<file path="src/rtl/clk_divider_nway.sv">
// Runtime-programmable N-way clock divider with exact 50% duty for even and odd divisors.
// Optional CLKDIV_SYNC_EN adds a sync input that forces an immediate period restart.
module clk_divider_nway #(
  parameter int WIDTH = 8
) (
  input  logic             clk,
  input  logic             reset_n,
`ifdef CLKDIV_SYNC_EN
  input  logic             sync,
`endif
  input  logic [WIDTH-1:0] div,
  input  logic             enable,
  output logic             clk_out,
  output logic             tick,
  output logic             active,
  output logic             div_err
);

  typedef enum logic {IDLE, RUN} state_t;

  state_t           state, state_next;
  logic [WIDTH-1:0] cnt, cnt_next;
  logic [WIDTH-1:0] div_q, div_q_next;
  logic             pos_q, pos_next;
  logic             neg_q, neg_eff;
  logic             tick_next, err_next;
  logic [WIDTH-1:0] cnt_inc, half, last;
  logic             sync_load, load;

  assign cnt_inc = cnt + 1'b1;
  assign half    = div_q >> 1;
  assign last    = div_q - 1'b1;

`ifdef CLKDIV_SYNC_EN
  assign sync_load = (state == RUN) && sync;
`else
  assign sync_load = 1'b0;
`endif

  assign load = (state == IDLE) || (cnt == last) || sync_load;

  always_comb begin
    state_next = state;
    cnt_next   = cnt;
    div_q_next = div_q;
    pos_next   = pos_q;
    tick_next  = 1'b0;
    err_next   = div_err;
    if (load) begin
      if (enable && (div > WIDTH'(1))) begin
        state_next = RUN;
        div_q_next = div;
        cnt_next   = '0;
        pos_next   = 1'b1;
        tick_next  = 1'b1;
        err_next   = 1'b0;
      end else begin
        state_next = IDLE;
        pos_next   = 1'b0;
        err_next   = enable;
      end
    end else begin
      cnt_next = cnt_inc;
      pos_next = (cnt_inc < half);
    end
  end

  always_ff @(posedge clk or negedge reset_n) begin
    if (!reset_n) begin
      state   <= IDLE;
      cnt     <= '0;
      div_q   <= '0;
      pos_q   <= 1'b0;
      tick    <= 1'b0;
      div_err <= 1'b0;
    end else begin
      state   <= state_next;
      cnt     <= cnt_next;
      div_q   <= div_q_next;
      pos_q   <= pos_next;
      tick    <= tick_next;
      div_err <= err_next;
    end
  end

  // Half-cycle extension of the high phase for odd divisors.
  always_ff @(negedge clk or negedge reset_n) begin
    if (!reset_n) neg_q <= 1'b0;
    else          neg_q <= pos_q;
  end

`ifdef CLKDIV_SYNC_EN
  // neg_q lives on the falling edge; mask it for the half cycle after a sync restart.
  logic neg_blk;
  always_ff @(posedge clk or negedge reset_n) begin
    if (!reset_n) neg_blk <= 1'b0;
    else          neg_blk <= sync_load;
  end
  assign neg_eff = neg_q & ~neg_blk;
`else
  assign neg_eff = neg_q;
`endif

  assign clk_out = div_q[0] ? (pos_q | neg_eff) : pos_q;
  assign active  = (state == RUN);

endmodule
</file>
<file path="config.mk">
export PLATFORM = sky130hd
export DESIGN_NAME = clk_divider_nway
export DESIGN_NICKNAME = d
export VERILOG_FILES = /design/src/rtl/clk_divider_nway.sv
export SDC_FILE = /design/constraint.sdc
export NUM_CORES = 1
export LEC_CHECK = 0
export ABC_AREA = 1
export CORE_MARGIN = 2
export CORE_UTILIZATION = 33
export DETAILED_ROUTE_END_ITERATION = 8
export GPL_TIMING_DRIVEN = 0
export PLACE_DENSITY_LB_ADDON = 0.25
export SYNTH_ARGS = -nofsm -noshare
export SYNTH_HDL_FRONTEND = slang
export SYNTH_SLANG_ARGS = --single-unit
</file>
<file path="constraint.sdc">
create_clock -name clk -period 3.25 [get_ports clk]
set_input_delay 0.4875 -clock clk [delete_from_list [all_inputs] [get_ports clk]]
set_output_delay 0.4875 -clock clk [all_outputs]
set_load 0.02 [all_outputs]
</file>
Word level (Yosys, flattened, before mapping)
Index checks and enable logic that the tools add are counted.
{ "classes": {"add_sub_neg": 2, "n_lt_le_gt_ge": 2, "eq_ne": 2, "muxes": 7, "bitwise_logic": 2, "n_reduce_logical": 3} }
{ "op_table": {"columns": ["cell", "n"], "rows": [
  ["8-bit 2-to-1 mux", 2],
  ["8-bit by 1-bit adder with 8-bit output, second input constant", 1],
  ["8-bit equality test", 1],
  ["8-bit by 1-bit greater-than comparator with 1-bit output, second input constant", 1],
  ["8-bit by 7-bit < comparator with 1-bit output", 1],
  ["8-bit by 1-bit subtractor with 8-bit output, second input constant", 1],
  ["1-bit 2-to-1 mux", 5],
  ["2-bit by 1-bit inequality test with 1-bit output, second input constant", 1],
  ["2-bit AND reduction", 1],
  ["1-bit logical AND", 1],
  ["1-bit logical OR", 1],
  ["1-bit NOT", 1],
  ["1-bit OR", 1]
]} }
{ "totals": {"reg_bits": 21, "input_bits": 11, "out_inout_bits": 4, "word_cells": 25} }

Logic depth before layout (Yosys ltp)
Gate-level depths: netlist of run 1.
{ "logic_depth": {"depth_word": 4, "depth_mapped": 15, "ltp_nobuf": 14} }

==> results of run 1 <==
==> cell type report <==
class	instances	area [um2]	area share, %
well taps	50	62.6	3.80
plain buffers	3	21.3	1.29
flip-flops and latches	21	526	31.9
repair buffers	14	140	8.52
clock buffers	4	45.0	2.74
inverters	25	96.3	5.86
multi-input cells	150	754	45.9
==> kinds of logic (layout without fill, tap and decap cells) <==
| family | count (synthesis) | after routing |
|---|---|---|
| buf+inv | 28 | 46 |
| compound gates | 8 | 8 |
| flops | 21 | 21 |
| simple gates | 126 | 126 |
| xor+xnor | 8 | 8 |
| fa+ha+maj | 8 | 8 |
==> synthesized netlist by cell type (2+ instances only) <==
cell and instances:
xor2_1 8, nand3_1 30, nor3_1 2, ha_1 8, dfrtp_1 20, nand2_1 74, a21oi_1 5, inv_1 23
nor2_2 3, nor2_1 12
==> how the worst max path moves through the flow <==
stage | start | to | slack [ns] | cells past startpoint
floorplan | neg_eff$_DFF_NN0_ | clk_out | 0.57 | 1
global placement | reset_n | neg_eff$_DFF_NN0_ | -0.03 | 1
detailed placement | reset_n | neg_eff$_DFF_NN0_ | -0.04 | 1
CTS | neg_eff$_DFF_NN0_ | clk_out | 0.04 | 2
global route | neg_eff$_DFF_NN0_ | clk_out | 0.03 | 2
finish | neg_eff$_DFF_NN0_ | clk_out | 0.08 | 2
==> registers in the layout (all words and copies together), names as in the netlist <==
| signal | cells |
|---|---|
| active | 1 |
| neg_eff | 1 |
| pos_q | 1 |
| div_q | 8 |
| cnt | 8 |
| div_err | 1 |
| tick | 1 |
==> what timing repair did <==
action / 4_1_cts / 5_1_grt
resized for setup: 1 / 1
setup endpoints to repair: 1 / 1
pin swaps: 0 / 0
==> cell usage in the layout (no fill, tap or decap) <==
cell / count
a21o_1: 1
a21oi_1: 5
buf_2: 1
buf_6: 1
clkbuf_1: 1
clkbuf_2: 1
clkbuf_8: 3
clkdlybuf4s15_1: 1
clkdlybuf4s50_1: 13
clkinv_1: 1
dfrtn_1: 1
dfrtp_1: 20
ha_1: 8
inv_1: 23
inv_4: 1
nand2_1: 74
nand2_4: 1
nand3_1: 30
nand3b_1: 1
nand4_1: 1
nor2_1: 12
nor2_2: 3
nor3_1: 2
nor4_1: 1
o21a_1: 1
o21ai_0: 1
or2_1: 1
xor2_1: 8
==> per-layer routing <==
metal | part of all wire (%) | wire [um] | vias up
met5 | 0 | 0 | -
met4 | 0.99 | 29 | 0
met3 | 5.3 | 155 | 4
met2 | 43 | 1270 | 28
met1 | 50 | 1470 | 562
li1 | - | - | 665
==> power breakdown <==
group / switching (W) / internal (W)
Combinational: 0.0000126 / 0.0000116
Sequential: 0 / 0.000261
Clock: 0.0000885 / 0.0000874
Total: 0.000101 / 0.000360
==> stage by stage <==
stage	power, W	cell area (um2)
6_report	0.000461	1650
3_3_place_gp	0.000291	1600
3_5_place_dp	0.000291	1600
2_1_floorplan	0.000271	1400
4_1_cts	0.000466	1640
5_1_grt	0.000482	1650
==> critical path, cell delays in order (launching register included) <==
cell             delay [ns]
dfrtn_1                0.39
a21o_1                 0.11
clkdlybuf4s15_1        0.29
==> results.toml, run 1 <==
[worst_setup_path]
reg2reg_to = "neg_eff$_DFF_NN0_"
startpoint_type = "register"
rrSetupSlack_ns = 1.10
worst-setup-path-type = "register to primary output"
r2r_cells = 0
endpoint_kind = "primary output"
critPathMaxFanout = 1
worstPathArrival_ns = 2.69
cp.required_ns = 2.76
reg2reg_from = "pos_q$_DFF_PN0_"

[worst_hold_path]
hold_path.class = "register to register"
min_path_cells = 2
holdPathEnd = "div_err$_DFFE_PN0P_"
hp-start = "div_err$_DFFE_PN0P_"

[sta]
clock_skew_ns = 0.0127
slew_headroom_pct = 33.9
finalHoldViolations = 0
worst_slew_pin_slew_ns = 0.988
setup_ws_ns = 0.0769
setup_tns_ns = 0
finalMaxSlewViolations = 0
holdWs_ns = 0.492
setup_viol = 0
grt_setup_unrepaired = "false"

[grt]
antenna_found_initial = 0
overflow = 0
grt_pass1_wl_um = 5100
gr-usage-met2_pct = 20.1
met1_usage_pct = 19.0
grt_max_degree = 22
grt_pass1_vias = 1115
busiest_layer = "met2"
track_usage_pct = 13.2
grtUsageMet3_pct = 1.75

[clock_tree]
cts_made_buffers = 3
clockRootBuffer = "clkbuf_8"
htreeDepth = 1
clock-sinks = 21
worst_skew_pair.late_latency_ns = 0.27
clkTransAtPathRegs_ns = 0.08
cts_buffer_depth = 2
post_cts_buffers = 0
cts_tree = "built"
cts_hold_buf = 0

[synth]
synth_top_family_by_area = "simple AND/OR/NAND/NOR gates"
synth.mux.area_fraction_pct = 0
synth_fa_ha_area_share_pct = 7.16
synth_cell_types = 24
synthXorXnorAreaFrac_pct = 5.01
synth-compound-area-share_pct = 3.22
synthCells = 199
synth-simple-area-share_pct = 38.6
synth_top_area_share_pct = 35.8
synth_sequential_area_ratio_pct = 37.6
ys_warn_count = 0
avgSynthCellArea_um2 = 7.02
synth_edf_count = 0
synth_fp_nets = 218
synth_seq_cells = 21
synth_ff_type = "dfrtp_1"
async_flop_share_pct = 100
yosys-top-cells-area = "dfrtp_1 (36%), nand2_1 (20%), nand3_1 (11%)"
syn_area_um2 = 1400
yosysTopAreaCell = "dfrtp_1"

[place]
pre_cts_ws_ns = -0.0369
gp_congestion = 0.799
place_inst = 263
io_buffers = 14
dp_hpwl_um = 2260

[floorplanning]
rows = 23
die_area_um2 = 4770
start_util_pct = 34.7
io_pins = 15
die_y_um = 69.1
coreArea_um2 = 4030
die_w_um = 69.1

[cells_and_area]
num-fill-cells = 452
instances_no_fill = 267
synthToLayoutAreaGrowth_pct = 17.7
n_antenna_cell = 0
fin_util_pct = 40.8
drive_gt1_share_pct = 5.07
nets = 237

[flow_run]
drv_cap = 0

[route]
wirelength_um = 2930
firstDrtPassIters = 4
ant_nets = 0
wl_per_cell_um = 11.0
via_per_inst = 4.72
drt_first_iter_violations = 34
via_count = 1259
drc = 0

[pwr]
peakVddDrop_mv = 0.154
power_density_nw_per_um2 = 280
power.leakage_nw = 0.881

[outcome]
outcome = "finished, final reports clean"
(Power assumes the default switching activity.)
==> run 2: changes to the inputs <==
Settings changed: SETUP_SLACK_MARGIN set to 0.3.
==> run 2 against run 1 <==
Combinational power decreased by 2%. Hold slack barely moved. Register-to-register slack is essentially flat. Final cell count unchanged. Wire length fell by 0.10%. Cell area unchanged. Sequential power hardly changed. Die area is the same. Global-route usage about the same. Core utilization is the same. Clock power is essentially flat. Non-clock buffer count did not move.
==> results.toml, run 2 (synthesis results as in run 1) <==
[worst_setup_path]
crit_family = "flip-flops"
worst-setup-path-type = "register to primary output"
path_buf_inv = 1
worstPathArrival_ns = 2.52
cpPeakStageDelay_ns = 0.39
path_cells = "a21o_1 > buf_6"
slowest_stage = "dfrtn_1"
startpoint_type = "register"
cp.required_ns = 2.76
endpoint_kind = "primary output"
critPathMaxFanout = 1

[clock_tree]
clockRootBuffer = "clkbuf_8"
worst_skew_pair.late_latency_ns = 0.27
cts_buffer_depth = 2
htreeDepth = 1
clock-sinks = 21
cts_made_buffers = 3
cts_hold_buf = 0
cts_tree = "built"
clkTransAtPathRegs_ns = 0.08

[worst_hold_path]
hold_path.class = "input pin to asynchronous set/reset pin"

[grt]
antenna_found_initial = 0
grt_max_degree = 22
track_usage_pct = 13.1
grt_pass1_vias = 1109
grt_pass1_wl_um = 5090
overflow = 0

[floorplanning]
start_util_pct = 34.7
die_area_um2 = 4770
coreArea_um2 = 4030
die_y_um = 69.1
rows = 23
die_w_um = 69.1
io_pins = 15

[sta]
grt_setup_unrepaired = "true"
finalMaxSlewViolations = 0
slew_headroom_pct = 34.8
setup_viol = 0
finalHoldViolations = 0
worst_slew_pin_slew_ns = 0.978
setup_ws_ns = 0.242
setup_tns_ns = 0
clock_skew_ns = 0.0127

[route]
wl_per_cell_um = 11.0
ant_nets = 0
drt_first_iter_violations = 34
firstDrtPassIters = 4
wirelength_um = 2930
drc = 0
via_count = 1261
via_per_inst = 4.72

[cells_and_area]
instances_no_fill = 267
fin_util_pct = 40.8
n_antenna_cell = 0
nets = 237
final_cell_mix = "nand2_1 (74), nand3_1 (30), inv_1 (23)"
synthToLayoutAreaGrowth_pct = 17.7
num-fill-cells = 451
largest_registers = "cnt (8), div_q (8)"
final_common_cell = "nand2_1"
drive_gt1_share_pct = 5.53

[place]
pre_cts_ws_ns = -0.0369
io_buffers = 14
dp_hpwl_um = 2260
gp_congestion = 0.799
place_inst = 263

[pwr]
power.leakage_nw = 0.884
power_density_nw_per_um2 = 280
peakVddDrop_mv = 0.154

[outcome]
outcome = "finished, final reports clean"

[flow_run]
drv_cap = 0
## run 2: cell types whose count changed in the layout (fill, tap and decap cells not counted), sizes merged
cell	delta
clkdlybuf4s50	-1
buf	+1
dlygate4sd2	+1
clkdlybuf4s15	-1
## run 2: worst paths after layout
| path | start | end | slack, ns | depth (start not counted) |
|---|---|---|---|---|
| max | neg_eff$_DFF_NN0_ | clk_out | 0.24 | 2 |
| min reg2reg | div_err$_DFFE_PN0P_ | div_err$_DFFE_PN0P_ | 0.49 | 2 |
| max in group asynchronous | reset_n | neg_eff$_DFF_NN0_ | 0.64 | 1 |
| min in group clk | div_err$_DFFE_PN0P_ | div_err$_DFFE_PN0P_ | 0.49 | 2 |
| max reg2reg | pos_q$_DFF_PN0_ | neg_eff$_DFF_NN0_ | 1.10 | 0 |
| min | reset_n | cnt[6]$_DFFE_PN0P_ | 0.49 | 1 |
## run 2: stage by stage
step	total power, W	instance area (um2)	hold WS [ns]
floorplan	0.000271	1400	0.192
global placement	0.000291	1600	0.469
detailed placement	0.000291	1600	0.472
CTS	0.000465	1650	0.495
global route	0.000482	1650	0.545
finish	0.000461	1650	0.492
## run 2: area by class of cell
cell class	instances	area (um2)	area share (%)
multi-input cells	150	754	45.9
flip-flops and latches	21	526	31.9
repair buffers	14	140	8.52
inverters	25	96.3	5.86
well taps	50	62.6	3.80
clock buffers	4	45.0	2.74
plain buffers	3	21.3	1.29
## run 2: power breakdown
| group | internal, W | switching [W] |
|---|---|---|
| Combinational | 0.0000111 | 0.0000126 |
| Sequential | 0.000261 | 0 |
| Clock | 0.0000874 | 0.0000885 |
| Total | 0.000360 | 0.000101 |
## run 2: repair_timing
action | in CTS | in global routing
gates resized for setup | 7 | 0
pin swaps | 1 | 0
buffers inserted | 0 | 0
setup endpoints to repair | 2 | 1
hold endpoints to repair | 0 | 0
gates cloned | 0 | 0
## run 2: layer usage
metal  track usage [%]  wire (um)  part of all wire (%)  vias up
li1                  -          -                     -      665
met1              19.0       1480                    51      565
met2              20.0       1280                    44       27
met3              1.75        140                   4.8        4
met4              4.58         29                  0.99        0
met5                 0          0                     0        -
==> run 3: changes to the inputs <==
Settings changed: CAP_MARGIN set to 20.
==> results of run 3 <==
Same layout as run 2: the final DEF is identical, and so are final timing and power.
